`src/rtl/program_loader.sv`:
```
// Boot-time program loader: assembles a valid/ready byte stream MSB-first into 32-bit
// words, writes them to consecutive instruction-memory slots, then releases the CPU.
module program_loader #(
    parameter int INSTR_MEM_SIZE = 32,
    parameter int ADDR_WIDTH     = 5
) (
    input  logic                  clock,
    input  logic                  reset,
    input  logic                  start,
    input  logic [ADDR_WIDTH:0]   word_count,
    input  logic [7:0]            byte_in,
    input  logic                  byte_valid,
    output logic                  byte_ready,
    output logic                  mem_we,
    output logic [ADDR_WIDTH-1:0] mem_addr,
    output logic [31:0]           mem_wdata,
    output logic                  cpu_reset,
    output logic                  busy,
    output logic                  done,
    output logic                  error
);

    typedef enum logic [1:0] {
        IDLE    = 2'd0,
        RECEIVE = 2'd1,
        WRITE   = 2'd2,
        DONE    = 2'd3
    } state_t;

    localparam logic [ADDR_WIDTH:0] MEM_WORDS = (ADDR_WIDTH+1)'(INSTR_MEM_SIZE);

    state_t                state_r;
    state_t                state_nxt_s;
    logic [1:0]            byte_cnt_r;
    logic [ADDR_WIDTH-1:0] widx_r;
    logic [ADDR_WIDTH:0]   count_r;
    logic [31:0]           asm_r;

    logic                  byte_ready_r;
    logic                  mem_we_r;
    logic [ADDR_WIDTH-1:0] mem_addr_r;
    logic [31:0]           mem_wdata_r;
    logic                  done_r;
    logic                  busy_r;
    logic                  error_r;

    logic                  byte_ready_s;
    logic                  mem_we_s;
    logic [ADDR_WIDTH-1:0] mem_addr_s;
    logic [31:0]           mem_wdata_s;
    logic                  done_s;
    logic                  busy_s;
    logic                  error_s;

    logic                  can_start_s;
    logic                  start_bad_s;
    logic                  start_zero_s;
    logic                  start_ok_s;
    logic                  xfer_s;
    logic                  last_word_s;

    assign can_start_s  = (state_r == IDLE) || (state_r == DONE);
    assign start_bad_s  = can_start_s && start && (word_count > MEM_WORDS);
    assign start_zero_s = can_start_s && start && (word_count == '0);
    assign start_ok_s   = can_start_s && start && !start_bad_s && !start_zero_s;
    assign xfer_s       = byte_ready_r && byte_valid;
    assign last_word_s  = ({1'b0, widx_r} == (count_r - (ADDR_WIDTH+1)'(1)));

    // State register
    always_ff @(posedge clock or negedge reset) begin
        if (!reset) begin
            state_r <= IDLE;
        end else begin
            state_r <= state_nxt_s;
        end
    end

    // Next-state logic
    always_comb begin
        state_nxt_s = state_r;
        case (state_r)
            IDLE, DONE: begin
                if (start_bad_s) begin
                    state_nxt_s = IDLE;
                end else if (start_zero_s) begin
                    state_nxt_s = DONE;
                end else if (start_ok_s) begin
                    state_nxt_s = RECEIVE;
                end else begin
                    state_nxt_s = state_r;
                end
            end
            RECEIVE: begin
                if (xfer_s && (byte_cnt_r == 2'd3)) begin
                    state_nxt_s = WRITE;
                end else begin
                    state_nxt_s = RECEIVE;
                end
            end
            WRITE: begin
                if (last_word_s) begin
                    state_nxt_s = DONE;
                end else begin
                    state_nxt_s = RECEIVE;
                end
            end
            default: state_nxt_s = IDLE;
        endcase
    end

    // Byte counter, word index, latched count and assembly register
    always_ff @(posedge clock or negedge reset) begin
        if (!reset) begin
            byte_cnt_r <= 2'd0;
            widx_r     <= '0;
            count_r    <= '0;
            asm_r      <= 32'd0;
        end else if (start_ok_s) begin
            byte_cnt_r <= 2'd0;
            widx_r     <= '0;
            count_r    <= word_count;
        end else if (xfer_s) begin
            byte_cnt_r <= byte_cnt_r + 2'd1;
            asm_r      <= {asm_r[23:0], byte_in};
        end else if ((state_r == WRITE) && !last_word_s) begin
            widx_r     <= widx_r + (ADDR_WIDTH)'(1);
        end else begin
            widx_r     <= widx_r;
        end
    end

    // Output decode; done/cpu_reset lag DONE entry by a cycle so the final write has
    // committed before the CPU leaves reset, but drop on the same edge that leaves DONE
    always_comb begin
        byte_ready_s = (state_nxt_s == RECEIVE);
        mem_we_s     = (state_nxt_s == WRITE);
        busy_s       = (state_nxt_s == RECEIVE) || (state_nxt_s == WRITE);
        done_s       = (state_r == DONE) && (state_nxt_s == DONE);
        if (state_nxt_s == WRITE) begin
            mem_addr_s  = widx_r;
            mem_wdata_s = {asm_r[23:0], byte_in};
        end else begin
            mem_addr_s  = mem_addr_r;
            mem_wdata_s = mem_wdata_r;
        end
        if (start_bad_s) begin
            error_s = 1'b1;
        end else if (start_ok_s || start_zero_s) begin
            error_s = 1'b0;
        end else begin
            error_s = error_r;
        end
    end

    // Output registers
    always_ff @(posedge clock or negedge reset) begin
        if (!reset) begin
            byte_ready_r <= 1'b0;
            mem_we_r     <= 1'b0;
            mem_addr_r   <= '0;
            mem_wdata_r  <= 32'd0;
            done_r       <= 1'b0;
            busy_r       <= 1'b0;
            error_r      <= 1'b0;
        end else begin
            byte_ready_r <= byte_ready_s;
            mem_we_r     <= mem_we_s;
            mem_addr_r   <= mem_addr_s;
            mem_wdata_r  <= mem_wdata_s;
            done_r       <= done_s;
            busy_r       <= busy_s;
            error_r      <= error_s;
        end
    end

    assign byte_ready = byte_ready_r;
    assign mem_we     = mem_we_r;
    assign mem_addr   = mem_addr_r;
    assign mem_wdata  = mem_wdata_r;
    assign cpu_reset  = done_r;
    assign busy       = busy_r;
    assign done       = done_r;
    assign error      = error_r;

endmodule

```
`config.mk`:
```
export PLATFORM = sky130hd
export DESIGN_NAME = program_loader
export DESIGN_NICKNAME = d
export VERILOG_FILES = /design/src/rtl/program_loader.sv
export SDC_FILE = /design/constraint.sdc
export NUM_CORES = 1
export LEC_CHECK = 0
export ABC_AREA = 1
export CELL_PAD_IN_SITES_DETAIL_PLACEMENT = 1
export CELL_PAD_IN_SITES_GLOBAL_PLACEMENT = 2
export CORE_AREA = 8 8 109 111
export DETAILED_ROUTE_END_ITERATION = 10
export DIE_AREA = 0 0 117 119
export PLACE_DENSITY_LB_ADDON = 0.1
export SLEW_MARGIN = 0
export SYNTH_ARGS = -nofsm -noshare
export SYNTH_HDL_FRONTEND = slang
export SYNTH_SLANG_ARGS = --single-unit
```
`constraint.sdc`:
```
create_clock -name clock -period 5.1 [get_ports clock]
set_input_delay 0.765 -clock clock [delete_from_list [all_inputs] [get_ports clock]]
set_output_delay 0.765 -clock clock [all_outputs]
set_load 0.1 [all_outputs]
```
# After elaboration in Yosys (flattened, before gate mapping)
# Index checks and enable logic that the tools add are counted.
# totals
register_bits,81
wordCells,62
# op_classes
addsub,3
order_cmp,1
eq_ne,9
muxes,13
bitwise_logic,1
n_reduce_logical,23
# ops
op,count
2-to-1 mux 5 bit,3
2-to-1 mux 2 bit,7
== test 2 bit (second input constant),5
logical AND 1 bit,9
== test 5 x 6 -> 1 bit,1
greater-than comparator 6 bit (second input constant),1
logical NOT 6 bit,1
one-hot mux 2 bit (3 select lines),1
nonzero test 2 bit,3
subtractor 6 x 1 -> 6 bit (second input constant),1
adder 5 x 1 -> 5 bit (second input constant),1
== test 2 x 1 -> 1 bit (second input constant),2
AND reduction 2 bit,2
logical NOT 1 bit,3
logical OR 1 bit,3
adder 2 x 1 -> 2 bit (second input constant),1
logical NOT 2 bit,1
2-to-1 mux 1 bit,2
inequality test 2 bit (second input constant),1
OR reduction 2 bit,1
NOT 1 bit,1

# Longest topological paths before layout
# Gate-level depths: netlist (run 1).
# depth
word_depth,13
mapped_depth,17

# Worst setup path before layout (run 1)
# Ideal clock, no wire load.
# synth_path
path_type,flip-flop to flip-flop
start,"reg byte_ready_r, in the netlist byte_ready"
end,"reg mem_wdata_r[10], in the netlist mem_wdata[10]"
setup_time_ps,125
t_arrival_ps,2744
required_ps,4975
slack_ps,2231
stages_incl_launch_ff,10
synth_period_minus_slack_ps,2869
cell_sequence,dfrtp_1 -> nand2_1 -> inv_1 -> nand2_1 -> a211o_1 -> nand2_1 -> ha_1 -> clkbuf_1 -> buf_2 -> mux2_2
# synth_between
elab_chain_len,5
# synth_lines
element,line,rtl
start: declaration,39,logic byte_ready_r;
start signal: assignment,166,byte_ready_r <= byte_ready_s;
logical AND 1 bit,66,assign xfer_s = byte_ready_r && byte_valid;
logical AND 1 bit,94,if (xfer_s && (byte_cnt_r == 2'd3)) begin
2-to-1 mux 2 bit,94,
one-hot mux 2 bit (3 select lines),81,case (state_r)
== test 2 bit,139,if (state_nxt_s == WRITE) begin
end signal: assignment,169,mem_wdata_r <= mem_wdata_s;
end: declaration,42,logic [31:0] mem_wdata_r;
# Every way passes these cells.
# A chain may end at the register's enable or synchronous reset.

# Final worst setup path (run 1)
# layout_path
start,reg count_r[0]
end,"reg mem_wdata_r[17], in the netlist mem_wdata[17]"
# layout_between
elab_chain_len,5
# layout_lines
element,line,rtl
start: declaration,36,logic [ADDR_WIDTH:0] count_r;
start signal: assignment,121,count_r <= word_count;
subtractor 6 x 1 -> 6 bit,67,"assign last_word_s = ({1'b0, widx_r} == (count_r - (ADDR_WIDTH+1)'(1)));"
== test 5 x 6 -> 1 bit,67,
2-to-1 mux 2 bit,101,if (last_word_s) begin
one-hot mux 2 bit (3 select lines),81,
via state_nxt_s[1],33,state_t state_nxt_s;
== test 2 bit,139,
# The timed path passes the listed nets, and every way through them passes these cells.

==> results of run 1 <==
cell usage after synthesis:
cell | n | area [µm²]
o211ai_1 | 1 | 7.510
ha_1 | 10 | 125.1
o21ai_1 | 2 | 10.01
and3_1 | 1 | 6.260
nand2_4 | 1 | 11.26
a31oi_1 | 1 | 6.260
nand2_2 | 11 | 68.82
inv_1 | 28 | 105.1
o21a_1 | 1 | 7.510
clkinv_2 | 1 | 5.000
nor2_4 | 2 | 22.52
o21ai_0 | 11 | 55.05
nand2_1 | 104 | 390.4
clkbuf_1 | 2 | 7.510
nand4_1 | 4 | 25.02
buf_12 | 1 | 20.02
buf_2 | 4 | 20.02
nor3_4 | 1 | 16.27
dfrtp_1 | 81 | 2027
nor2_8 | 1 | 20.02
nor2_1 | 16 | 60.06
buf_4 | 3 | 22.52
mux2_2 | 31 | 349.1
inv_8 | 1 | 11.26
a211o_1 | 1 | 8.760
buf_6 | 1 | 11.26
nor3_1 | 1 | 5.000
a21oi_1 | 8 | 40.04
nand3_1 | 13 | 65.06
inv_2 | 1 | 3.750
nor2_2 | 3 | 18.77
nand3_2 | 1 | 10.01
stage by stage:
step / worst slack (ns) / instances
floorplan: 2.231 / 348
CTS: 1.695 / 548
global placement: 1.652 / 533
global route: 1.450 / 548
detailed placement: 1.590 / 533
finish: 1.810 / 548
state kept, by name, indices dropped and copies added, names as in the netlist:
signal,flops
asm_r,24
busy,1
byte_cnt_r,2
byte_ready,1
count_r,6
cpu_reset,1
error,1
mem_addr,5
mem_wdata,32
mem_we,1
state_r,2
widx_r,5
worst max-delay path, delay by kind of cell, from the launching register on:
kind	cells	cell delay [ns]
compound gates	2	0.31
buf+inv	2	0.33
simple gates	6	0.57
fa+ha+maj	2	1.13
flops	1	0.38
mux	1	0.41
cells in the final DEF, fill, tap and decap left out, drive strengths merged:
cell and n:
nand4 4, nor2 22, a31oi 1, clkinv 3
buf 1, a211o 1, a21oi 8, dfrtp 81
clkdlybuf4s50 59, o21ai 13, nor3 2, ha 10
clkbuf 9, o211ai 1, nand2 116, bufinv 3
mux2 31, and3 1, o21a 1, inv 31
nand3 14
cells by family after synthesis:
group / share of synthesized area
fa+ha+maj: 0.03512
compound gates: 0.03794
mux: 0.09800
simple gates: 0.2020
flops: 0.5690
buf+inv: 0.05795
per-layer routing:
metal  share of wire  GRT usage
met2            0.44     0.1768
met3           0.060    0.04144
met4          0.0075    0.03122
met1            0.49     0.1580
met5               0          0
layout make-up:
class	count	area, µm²
Timing Repair Buffer	60	598.1
Clock buffer	9	123.9
Sequential cell	81	2027
Inverter	31	125.1
Clock inverter	6	116.4
Tap cell	136	170.2
Fill cell	1170	5600
Multi-Input combinational cell	225	1331
path summary, 6_finish.rpt:
path / cells after the start / slack (ns) / end / startpoint
max: 13 / 1.81 / mem_wdata[17] / count_r[0]
min: 2 / 0.48 / asm_r[18] / asm_r[18]
max reg2reg: 13 / 1.81 / mem_wdata[17] / count_r[0]
min reg2reg: 2 / 0.48 / asm_r[18] / asm_r[18]
max in group asynchronous: 1 / 3.83 / asm_r[16] / reset
min in group asynchronous: 1 / 0.58 / count_r[4] / reset
==> results.cfg, run 1 <==
[run_status]
status = completed

[global_route]
antenna_found_initial = 0
grt_pass1_vias = 2663
grt-ovfl-total = 0
grt_start_max_net_pins = 82
grt.total_usage = 0.1180
grt_pass1_wl_um = 13130

[floorplan]
fp.dieW_um = 117
num_io_pins = 61
floorplan.initialDensity = 0.3530
core_region_area_um2 = 10090
die_area_um2 = 13920
die_y_um = 119
fp-row-count = 37

[clock_network]
post_cts_resized = 0
path_clk_slew_ns = 0.08
cts_setup_buffers = 0
h-tree-depth = 3
clock-root-buffer = clkbuf_8
clock_latency_ns = 0.35
ctsLongestPathBuffers = 2
cts_tree = built
ctsHoldBuffers = 0
clock-sinks = 81
numCtsBuffers = 9

[timing]
period_share = 0.6452
worstMarginPinSlew_ns = 1.046
rsz0062_at_grt = no
fin_hold_ws_ns = 0.4817
relSlewSlack = 0.3026
max_clock_freq_mhz = 303.9
fin_crit_ns = 3.290
setup_viol = 0
fin_setup_tns_ns = 0
finalHoldViolations = 0
fin_skew_ns = 0.008966
maxSlewViolCount = 0

[synth]
synthCells = 348
ys_ff_latch = 81
yosysSeqAreaShare = 0.5690
yosysWarnings = 0
syn_area_um2 = 3562
syn-num-nets = 376
syn_area_per_cell_um2 = 10.24
synth.distinct_cells = 32

[final_layout]
finish.instance_area_um2 = 4492
diodes = 0
area.growth.synth_to_final_pct = 26.10
drive_above_1_share = 0.1723
nets = 436
utilization = 0.4451

[placement]
io_buffers = 60
hpwlAfterDp_um = 5338
placed_area_um2 = 4252
gp_congestion = 0.7347

[detailed_routing]
drcViolationCount = 0
drt-initial-drc-count = 78
routed_wl_um = 7737
viasPerCell = 4.491
num_vias = 2461
avgRoutedWirePerCell_um = 14.12
firstDrtPassIters = 4
drtAntennaViolNets = 0

[worst_hold_path]
hold_path_class = flip-flop to flip-flop

[critical_path]
crit_top_cell = nand2_1
slowest_stage = ha_2
max_stage_delay_ns = 0.84
worstPathArrival_ns = 3.52
cp.required_ns = 5.33
critPathMaxFanout = 43
crit_chain = inv_1, ha_1, nand2_1, nand2_1, nor2_1, nand2_1, nor2_1, nand3_2, o21ai_1, o21ai_1, inv_1, ha_2, mux2_2
cp-end-kind = flip-flop
startpoint_type = flip-flop
crit_type = flip-flop to flip-flop

[flow_run]
maxCapViolCount = 0
Power of run 1 is not shown: default switching activity piles up to over one toggle a cycle in this logic, so the estimate is an artifact.
==> run 2: changes to the inputs <==
- CORE_AREA: 8 8 109 111 -> 8 8 118 120
- DIE_AREA: 0 0 117 119 -> 0 0 126 128
- clock period: 5.1 -> 2.66 ns (I/O delays scaled with it)
==> results.cfg, run 2 (synthesized netlist as in run 1, its figures left out) <==
[run_status]
status = completed

[detailed_routing]
num_vias = 2532
drcViolationCount = 0
routed_wl_um = 8588
firstDrtPassIters = 4
drtAntennaViolNets = 0
drt-initial-drc-count = 80
avgRoutedWirePerCell_um = 14.88
viasPerCell = 4.388

[critical_path]
cp-end-kind = flip-flop
crit_type = flip-flop to flip-flop
cp.required_ns = 2.88
worstPathArrival_ns = 2.68
max_stage_delay_ns = 0.36
cp.buffers_inverters = 4
critPathMaxFanout = 11
startpoint_type = flip-flop
crit_chain = inv_1, ha_1, inv_1, nand2_1, nand2_1, nor2_1, nand2_1, nor2_1, nand3_2, o21ai_1, o21ai_1, inv_1, ha_4, clkbuf_16, mux2_2
r2r_slack_ns = 0.20
slowest_stage = dfrtp_1
cpLargestDelayFamily = adder cells

[floorplan]
floorplan.initialDensity = 0.2918
core_region_area_um2 = 12210
num_io_pins = 61
die_area_um2 = 16130
fp.dieW_um = 126
fp-row-count = 41
die_y_um = 128

[final_layout]
final_cell_mix = 104 x nand2_1, 80 x dfrtp_1, 55 x buf_4, 31 x mux2_2, 28 x inv_1
diodes = 0
area.growth.synth_to_final_pct = 29.01
largest_reg_flops = 32
nets = 451
finish.instance_area_um2 = 4596
drive_above_1_share = 0.3021
final_common_cell = nand2_1
finalNonFillerCells = 577

[timing]
period_share = 0.9256
max_clock_freq_mhz = 406.1
fin_crit_ns = 2.462
relSlewSlack = 0.6205
setup_viol = 0
worst_slack_ns = 0.1978
fin_skew_ns = 0.005926
maxSlewViolCount = 0
fin_hold_ws_ns = 0.05765
worstMarginPinSlew_ns = 0.5692
finalHoldViolations = 0

[placement]
io_buffers = 60
gp_congestion = 0.7162
placed_area_um2 = 4273
hpwlAfterDp_um = 6137
pre_cts_ws_ns = 0.1496
dp.cells = 560

[clock_network]
clock-root-buffer = clkbuf_16
ctsHoldBuffers = 0
cts_tree = built
clock_latency_ns = 0.33
numCtsBuffers = 9
h-tree-depth = 3
path_clk_slew_ns = 0.06
ctsLongestPathBuffers = 2
clock-sinks = 81

[flow_run]
maxCapViolCount = 0

[global_route]
grt_pass1_vias = 2794
grt_pass1_wl_um = 14400
grt_start_max_net_pins = 42
antenna_found_initial = 0
grt.total_usage = 0.1127
grt-ovfl-total = 0

[worst_hold_path]
hold_path_class = input port to asynchronous set/reset pin
==> run 2: metrics by stage <==
stage	TNS, ns	utilization
global route	-0.08364	0.3764
detailed placement	0	0.3500
CTS	0	0.3723
global placement	0	0.3500
floorplan	0	-
finish	0	0.3764
==> run 2: worst paths after layout <==
path                       startpoint       endpoint  depth (start not counted)
setup / recovery           count_r[1]  mem_wdata[20]                         15
hold / removal                  reset     count_r[4]                          1
setup reg to reg           count_r[1]  mem_wdata[20]                         15
hold reg to reg             asm_r[19]      asm_r[19]                          2
max in group asynchronous       reset      asm_r[20]                          2
min in group clock          asm_r[19]      asm_r[19]                          2
==> run 2: final cells by class <==
cell class / instances / area, µm²
Sequential cell: 81 / 2028
Fill cell: 1380 / 7614
Clock buffer: 11 / 242.7
Inverter: 31 / 125.1
Timing Repair Buffer: 75 / 640.6
Clock inverter: 4 / 30.03
Tap cell: 150 / 187.7
Multi-Input combinational cell: 225 / 1341
==> run 2: per-layer routing <==
metal / up-vias / part of all wire / routed length (µm) / track usage
met5: - / 0 / 0 / 0
met4: 0 / 0.017 / 143 / 0.05096
met3: 11 / 0.038 / 330 / 0.02870
met2: 38 / 0.46 / 3955 / 0.1758
met1: 1221 / 0.48 / 4158 / 0.1442
li1: 1262 / - / - / -
==> run 2: repair_timing <==
| item | CTS | global route |
|---|---|---|
| resized for setup | 0 | 3 |
| buffers inserted | 0 | 1 |
| endpoints found under the setup margin | 0 | 32 |
Power of run 2 is left out for the same reason.
